File: config.mk
export PLATFORM = sky130hd
export DESIGN_NAME = cond_unit_flat
export DESIGN_NICKNAME = d
export VERILOG_FILES = /design/src/rtl/cond_if.sv /design/src/rtl/cond_unit.sv /design/src/flat_wrapper.sv
export SDC_FILE = /design/constraint.sdc
export NUM_CORES = 1
export LEC_CHECK = 0
export CAP_MARGIN = 10
export CORE_MARGIN = 2
export CORE_UTILIZATION = 39
export DETAILED_ROUTE_END_ITERATION = 8
export PLACE_DENSITY = 0.76
export SLEW_MARGIN = 10
export SYNTH_ARGS = -nofsm -noshare
export SYNTH_HDL_FRONTEND = slang
export SYNTH_SLANG_ARGS = --single-unit
File: constraint.sdc
create_clock -name clk -period 1.8 [get_ports clk]
set_input_delay 0.27 -clock clk [delete_from_list [all_inputs] [get_ports clk]]
set_output_delay 0.27 -clock clk [all_outputs]
set_load 0.01 [all_outputs]
File: src/rtl/cond_if.sv
// Decode/execute control bundle for cond_unit; the flag save/restore strobes
// are present only when COND_FLAG_SAVE_EN is defined.
interface cond_if;
    logic       d_valid;
    logic [3:0] d_cond;
    logic [1:0] d_flagw;
    logic       d_pcs;
    logic       d_regw;
    logic       d_memw;
    logic       d_nowrite;
    logic       stall;
    logic       flush;
    logic [3:0] alu_flags;
`ifdef COND_FLAG_SAVE_EN
    logic       flag_save;
    logic       flag_restore;
`endif
    logic [3:0] flags;
    logic       cond_ex;
    logic       pcsrc;
    logic       regwrite;
    logic       memwrite;
    logic       e_valid;

    modport master (
        output d_valid, d_cond, d_flagw, d_pcs, d_regw, d_memw, d_nowrite,
        output stall, flush, alu_flags,
`ifdef COND_FLAG_SAVE_EN
        output flag_save, flag_restore,
`endif
        input  flags, cond_ex, pcsrc, regwrite, memwrite, e_valid
    );

    modport slave (
        input  d_valid, d_cond, d_flagw, d_pcs, d_regw, d_memw, d_nowrite,
        input  stall, flush, alu_flags,
`ifdef COND_FLAG_SAVE_EN
        input  flag_save, flag_restore,
`endif
        output flags, cond_ex, pcsrc, regwrite, memwrite, e_valid
    );
endinterface

File: src/rtl/cond_unit.sv
// Execute-stage condition unit: owns the NZCV register, gates side effects.
// Optional flag shadow register enabled by defining COND_FLAG_SAVE_EN.
module cond_unit #(
    parameter logic [3:0] FLAGS_RESET = 4'b0000
) (
    input logic   clk,
    input logic   reset,
    cond_if.slave bus
);

    logic       vld_p1;
    logic [3:0] cond_p1;
    logic [1:0] flagw_p1;
    logic       pcs_p1;
    logic       regw_p1;
    logic       memw_p1;
    logic       nowrite_p1;

    logic [3:0] flags_q;
    logic [3:0] flags_next;
    logic       pass;
    logic       cond_ex;
    logic       flag_we;

    function automatic logic cond_pass(input logic [3:0] cond, input logic [3:0] nzcv);
        logic n, z, c, v;
        n = nzcv[3];
        z = nzcv[2];
        c = nzcv[1];
        v = nzcv[0];
        case (cond)
            4'b0000: cond_pass = z;
            4'b0001: cond_pass = ~z;
            4'b0010: cond_pass = c;
            4'b0011: cond_pass = ~c;
            4'b0100: cond_pass = n;
            4'b0101: cond_pass = ~n;
            4'b0110: cond_pass = v;
            4'b0111: cond_pass = ~v;
            4'b1000: cond_pass = c & ~z;
            4'b1001: cond_pass = ~c | z;
            4'b1010: cond_pass = (n == v);
            4'b1011: cond_pass = (n != v);
            4'b1100: cond_pass = ~z & (n == v);
            4'b1101: cond_pass = z | (n != v);
            default: cond_pass = 1'b1;
        endcase
    endfunction

    // Decode -> execute stage boundary
    always_ff @(posedge clk or negedge reset) begin
        if (!reset) begin
            vld_p1     <= 1'b0;
            cond_p1    <= 4'b0000;
            flagw_p1   <= 2'b00;
            pcs_p1     <= 1'b0;
            regw_p1    <= 1'b0;
            memw_p1    <= 1'b0;
            nowrite_p1 <= 1'b0;
        end else if (bus.flush) begin
            vld_p1 <= 1'b0;
        end else if (!bus.stall) begin
            vld_p1     <= bus.d_valid;
            cond_p1    <= bus.d_cond;
            flagw_p1   <= bus.d_flagw;
            pcs_p1     <= bus.d_pcs;
            regw_p1    <= bus.d_regw;
            memw_p1    <= bus.d_memw;
            nowrite_p1 <= bus.d_nowrite;
        end
    end

    assign pass    = cond_pass(cond_p1, flags_q);
    assign cond_ex = vld_p1 & pass;
    // A held or killed instruction must not commit flags.
    assign flag_we = cond_ex & ~bus.stall & ~bus.flush;

    always_comb begin
        flags_next = flags_q;
        if (flag_we && flagw_p1[1]) flags_next[3:2] = bus.alu_flags[3:2];
        if (flag_we && flagw_p1[0]) flags_next[1:0] = bus.alu_flags[1:0];
    end

`ifdef COND_FLAG_SAVE_EN
    logic [3:0] shadow_q;

    // Save samples pre-edge flags, so save+restore together swaps.
    always_ff @(posedge clk or negedge reset) begin
        if (!reset) begin
            flags_q  <= FLAGS_RESET;
            shadow_q <= FLAGS_RESET;
        end else begin
            if (bus.flag_save) shadow_q <= flags_q;
            if (bus.flag_restore) flags_q <= shadow_q;
            else flags_q <= flags_next;
        end
    end
`else
    always_ff @(posedge clk or negedge reset) begin
        if (!reset) flags_q <= FLAGS_RESET;
        else flags_q <= flags_next;
    end
`endif

    // Execute-stage outputs
    assign bus.flags    = flags_q;
    assign bus.e_valid  = vld_p1;
    assign bus.cond_ex  = cond_ex;
    assign bus.pcsrc    = cond_ex & pcs_p1;
    assign bus.regwrite = cond_ex & regw_p1 & ~nowrite_p1;
    assign bus.memwrite = cond_ex & memw_p1;

endmodule

File: src/flat_wrapper.sv
// flat-port wrapper written by rule: the top's interface ports become plain ports
module cond_unit_flat 
#(
    parameter logic [3:0] FLAGS_RESET = 4'b0000
)
  (clk, reset, bus_d_valid, bus_d_cond, bus_d_flagw, bus_d_pcs, bus_d_regw, bus_d_memw, bus_d_nowrite, bus_stall, bus_flush, bus_alu_flags, bus_flags, bus_cond_ex, bus_pcsrc, bus_regwrite, bus_memwrite, bus_e_valid);
  cond_if bus_i ();
  input logic clk;
  input logic reset;
  input wire logic [$bits(bus_i.d_valid)-1:0] bus_d_valid;
  input wire logic [$bits(bus_i.d_cond)-1:0] bus_d_cond;
  input wire logic [$bits(bus_i.d_flagw)-1:0] bus_d_flagw;
  input wire logic [$bits(bus_i.d_pcs)-1:0] bus_d_pcs;
  input wire logic [$bits(bus_i.d_regw)-1:0] bus_d_regw;
  input wire logic [$bits(bus_i.d_memw)-1:0] bus_d_memw;
  input wire logic [$bits(bus_i.d_nowrite)-1:0] bus_d_nowrite;
  input wire logic [$bits(bus_i.stall)-1:0] bus_stall;
  input wire logic [$bits(bus_i.flush)-1:0] bus_flush;
  input wire logic [$bits(bus_i.alu_flags)-1:0] bus_alu_flags;
  output wire logic [$bits(bus_i.flags)-1:0] bus_flags;
  output wire logic [$bits(bus_i.cond_ex)-1:0] bus_cond_ex;
  output wire logic [$bits(bus_i.pcsrc)-1:0] bus_pcsrc;
  output wire logic [$bits(bus_i.regwrite)-1:0] bus_regwrite;
  output wire logic [$bits(bus_i.memwrite)-1:0] bus_memwrite;
  output wire logic [$bits(bus_i.e_valid)-1:0] bus_e_valid;
  assign bus_i.d_valid = bus_d_valid;
  assign bus_i.d_cond = bus_d_cond;
  assign bus_i.d_flagw = bus_d_flagw;
  assign bus_i.d_pcs = bus_d_pcs;
  assign bus_i.d_regw = bus_d_regw;
  assign bus_i.d_memw = bus_d_memw;
  assign bus_i.d_nowrite = bus_d_nowrite;
  assign bus_i.stall = bus_stall;
  assign bus_i.flush = bus_flush;
  assign bus_i.alu_flags = bus_alu_flags;
  assign bus_flags = bus_i.flags;
  assign bus_cond_ex = bus_i.cond_ex;
  assign bus_pcsrc = bus_i.pcsrc;
  assign bus_regwrite = bus_i.regwrite;
  assign bus_memwrite = bus_i.memwrite;
  assign bus_e_valid = bus_i.e_valid;
  cond_unit #(.FLAGS_RESET(FLAGS_RESET)) u_core (.clk(clk), .reset(reset), .bus(bus_i));
endmodule
; Yosys cells after proc, flatten, opt, wreduce, memory -nomap -nowiden
; Index checks and enable logic that the tools add are counted.
[totals]
register_bits = 15
latchBits = 0
ram_bits = 0
romBits = 0
input_bits = 19
output_inout_bits = 9
wordCells = 50
n_memories = 0
[op_classes]
add_sub_neg = 0
mul = 0
n_div = 0
magnitude_cmp = 0
n_eq_ne = 16
shift = 0
n_mux = 3
bitwise_logic = 18
reduce_logical = 4
[op_table]
columns = op, count
row1 = $eq 4x4->1 const B, 6
row2 = $eq 4x3->1 const B, 4
row3 = $pmux 1 s14, 1
row4 = $and 1x1->1, 9
row5 = $eq 4x2->1 const B, 2
row6 = $not 1->1, 7
row7 = $eq 4x1->1 const B, 1
row8 = $logic_not 4->1, 1
row9 = $logic_and 1x1->1, 2
row10 = $mux 1, 2
row11 = $ne 2x1->1 const B, 1
row12 = $or 1x1->1, 2
row13 = $reduce_and 2->1, 1
row14 = $eq 1x1->1, 1
row15 = $ne 1x1->1, 1

; Depth between registers and ports, before layout
[depth]
ltp_word = 7
depth_mapped = 7

; Least setup slack after synthesis
; No wires, ideal clock.
[synth_timing]
kind = reg2out
startpoint = register u_core.flags_q[3] (netlist: u_core.bus.flags[3])
endpoint = output port bus_memwrite
arrival_ns = 1.546
required_ns = 1.530
slack_ns = -0.016
path_stages_with_launch = 7
n_path_buf = 0
path_cell_list = dfrtp_1 xnor2_1 o2bb2a_1 a41oi_2 o31ai_2 inv_1 and2_1
[synth_between]
elab_chain_cells = 5
elab_cells_between_ends = 8
[synth_lines]
columns = item, line
row1 = start: declaration, cond_unit.sv:19  ; logic [3:0] flags_q;
row2 = start signal: assignment, cond_unit.sv:101  ; else flags_q <= flags_next;
row3 = $ne 1x1->1 or $eq 1x1->1 (tied branches), n/a
row4 = $or 1x1->1 or $and 1x1->1 (tied branches), "cond_unit.sv:45, cond_unit.sv:44"
row5 = $pmux 1 s14 (*), cond_unit.sv:31  ; case (cond)
row6 = $and 1x1->1 (*), cond_unit.sv:74  ; assign cond_ex = vld_p1 & pass;
row7 = named net bus_cond_ex, flat_wrapper.sv:21  ; output wire logic [$bits(bus_i.cond_ex)-1:0] bus_cond_ex;
row8 = $and 1x1->1 (*), cond_unit.sv:111  ; assign bus.memwrite = cond_ex & memw_p1;
row9 = end: declaration, flat_wrapper.sv:24  ; output wire logic [$bits(bus_i.memwrite)-1:0] bus_memwrite;
; The timed path passes the listed nets; every way through them passes the cells marked *.

; Final worst setup path
[layout_timing]
startpoint = register u_core.cond_p1[3]
endpoint = output port bus_regwrite
[layout_between]
elab_chain_cells = 5
elab_cells_between_ends = 18
[layout_lines]
columns = item, line
row1 = start: declaration, cond_unit.sv:12  ; logic [3:0] cond_p1;
row2 = start signal: assignment, cond_unit.sv:64  ; cond_p1 <= bus.d_cond;
row3 = $eq 4x4->1 (tied with other cells), cond_unit.sv:31
row4 = $pmux 1 s14 (*), cond_unit.sv:31
row5 = $and 1x1->1 (*), cond_unit.sv:74
row6 = $and 1x1->1 (*) (2 in series), cond_unit.sv:110  ; assign bus.regwrite = cond_ex & regw_p1 & ~nowrite_p1;
row7 = end: declaration, flat_wrapper.sv:23  ; output wire logic [$bits(bus_i.regwrite)-1:0] bus_regwrite;
; Every way passes the cells marked *; elsewhere a longest branch is shown, timed or not.

==> run metrics <==
pre-CTS WS=-0.420 ns; Max-cap violations=0; initial core utilization=40.9%; largest net degree at the start of global routing=16; clk_skew=0.00614 ns; Ys Warns=0; share of cells above drive strength 1=54.0%; CP Class=reg2out; nets=144; final number of setup-violating endpoints=8; mapped cell area=795 um^2; Crit Path Max Fanout=8; Area after DPL=0.00118 mm^2; Area Overhead vs Synth=78.7%; largest cells by area after synthesis=dfrtp_1, mux2_2, nand2_1; Post-synth EDFFs=0; post-synthesis cell count=71; Synth top area share=47.2%; vias after detailed routing=743; Mapped Nets=90; Clock Pin Slew Worst Setup and Hold Paths=0.10 ns; first-pass GRT wire length=3800 um; pwr/cell area=925 mW/mm^2; commonest non-fill, non-tap cells in the layout=buf_4, clkdlybuf4s50_1, dfrtp_1; # IOs=28; TritonCTS buffer count=3; GRT Total Usage=20.8%; Async SR Flop Fraction=100%; leading area contributor after synthesis=dfrtp_1; crit path from=u_core.cond_p1[3]; Clk Latency, worst-skew pair=0.28 ns; WL/cell=14.8 um; worst flop-to-flop path startpoint=u_core.cond_p1[3]; Die Span Y=49.1 um; HP Class=in2async; remaining global-route overflow=0; Max Fclk=453 MHz; total core area=0.00194 mm^2; number of port buffers=27; clock root buffer=clkbuf_4; Die Wd=49.1 um; Hold Fails Final Rpt=0; period utilization=123%; TritonCTS clock tree=built; # rows=16; worst setup margin=-0.410 ns; outcome=finished with violations; drt via density=4.92; failing checks=negative setup slack; post-route ant nets=0; routed wire length=2240 um; vias in the first global route=809; Post-DP HPWL=1330 um; Slew HR=81.1%; commonest non-fill, non-tap cell in the layout=buf_4; Seq cells post-synth=15; die area=0.00241 mm^2; drc violations=0; Util after Layout=73.1%; clock sinks=15; H-tree Lvls=1; Worst EP arrival=1.94 ns; design area=0.00142 mm^2; Tmin final=2.21 ns; Synth cell types=25; Worst Setup End Kind=output port; syn_area_per_cell=11.2 um^2; routability cong.=0.842; slew at the pin closest to its max-slew limit=0.282 ns; fin. max-slew vios=0; Critical Path RT=1.53 ns; DR pass1 iterations=4; maximum VDD drop=0.000565 V; unrepaired setup endpoints after global routing=true; maximum clock path buffer count=2; initial antenna violation count=0; Primary FF master, synth=dfrtp_1; Pleak=0.620 nW; antenna fix cells=0; initial drt markers=11; post-synthesis sequential area ratio=47.2%; crit path launch type=flip-flop
[area by class of cell]
cell class	instances	area, um^2
fill	135	522
multi-input combinational	49	505
timing repair buffer	53	459
sequential	15	383
tap	27	33.8
clock buffer	3	22.5
inverter	3	11.3
clock inverter	1	5.00
[repair_timing]
action | in CTS | in global routing
pin swaps | 9 | 4
hold buffers | 0 | 0
buffers inserted | 7 | 6
setup endpoints to repair | 8 | 10
gates resized for setup | 41 | 8
[critical path, cell delays in order, from the launching register on]
cell      delay [ns]
dfrtp_2         0.47
a211oi_2        0.29
o2bb2a_4        0.19
a41oi_2         0.16
o31ai_2         0.11
buf_4           0.15
nor3b_2         0.14
buf_2           0.15
[metal layers]
layer  track usage (%)  up-vias  share of wire, %
li1                  -      358                 -
met1              23.9      354                43
met2              38.5       27                51
met3              2.45        4               4.7
met4              8.57        0               1.0
met5                 0        -                 0
[worst paths after layout]
path                       slack [ns]  cells after the start                   to
min                              0.28                      2   u_core.flagw_p1[1]
min reg2reg                      0.51                      1        u_core.pcs_p1
min in group clk                 0.51                      1        u_core.pcs_p1
max in group asynchronous        1.32                      2    u_core.cond_p1[0]
max                             -0.41                      7         bus_regwrite
max reg2reg                     -0.23                      8  u_core.bus.flags[0]
[through the flow]
step                setup TNS, ns  hold slack, ns  std cells  power [mW]
floorplan                 -0.0230         -0.0256         71       0.663
global placement            -2.12           0.491        135       0.867
detailed placement          -2.38           0.497        135       0.878
CTS                         -1.81           0.287        146        1.21
global route                -2.91           0.303        151        1.38
finish                      -2.25           0.283        151        1.31
[synth_stat cells (all sizes together), types with 2 or more instances]
| master | n |
|---|---|
| nand2 | 7 |
| inv | 3 |
| o21ai | 2 |
| buf | 3 |
| xnor2 | 3 |
| o32ai | 2 |
| mux2i | 2 |
| and2 | 2 |
| nor2 | 5 |
| mux2 | 12 |
| nor3b | 3 |
| a21oi | 2 |
| dfrtp | 15 |
[sequential cells by signal, indices dropped and copies added, names as in the netlist]
register,count
u_core.flagw_p1,2
u_core.bus.flags,4
u_core.memw_p1,1
u_core.cond_p1,4
u_core.pcs_p1,1
u_core.regw_p1,1
u_core.nowrite_p1,1
u_core.bus.e_valid,1
[cells by family after synthesis]
family                 count (synthesis)  synth area share [%]
buffers and inverters                  7                  4.88
AND/OR/NAND/NOR                       19                  11.5
multiplexers                          14                  19.5
AO/OA/AOI/OAI                         13                  13.5
flip-flops                            15                  47.2
XOR/XNOR                               3                  3.31
[report_power, final]
part / switching, mW / internal [mW] / leakage [nW] / total (mW)
Sequential: 0.0906 / 0.403 / 0.177 / 0.493
Combinational: 0.227 / 0.398 / 0.425 / 0.625
Clock: 0.112 / 0.0825 / 0.0177 / 0.195
Total: 0.430 / 0.883 / 0.620 / 1.31
Power figures use the tool's default switching activity.
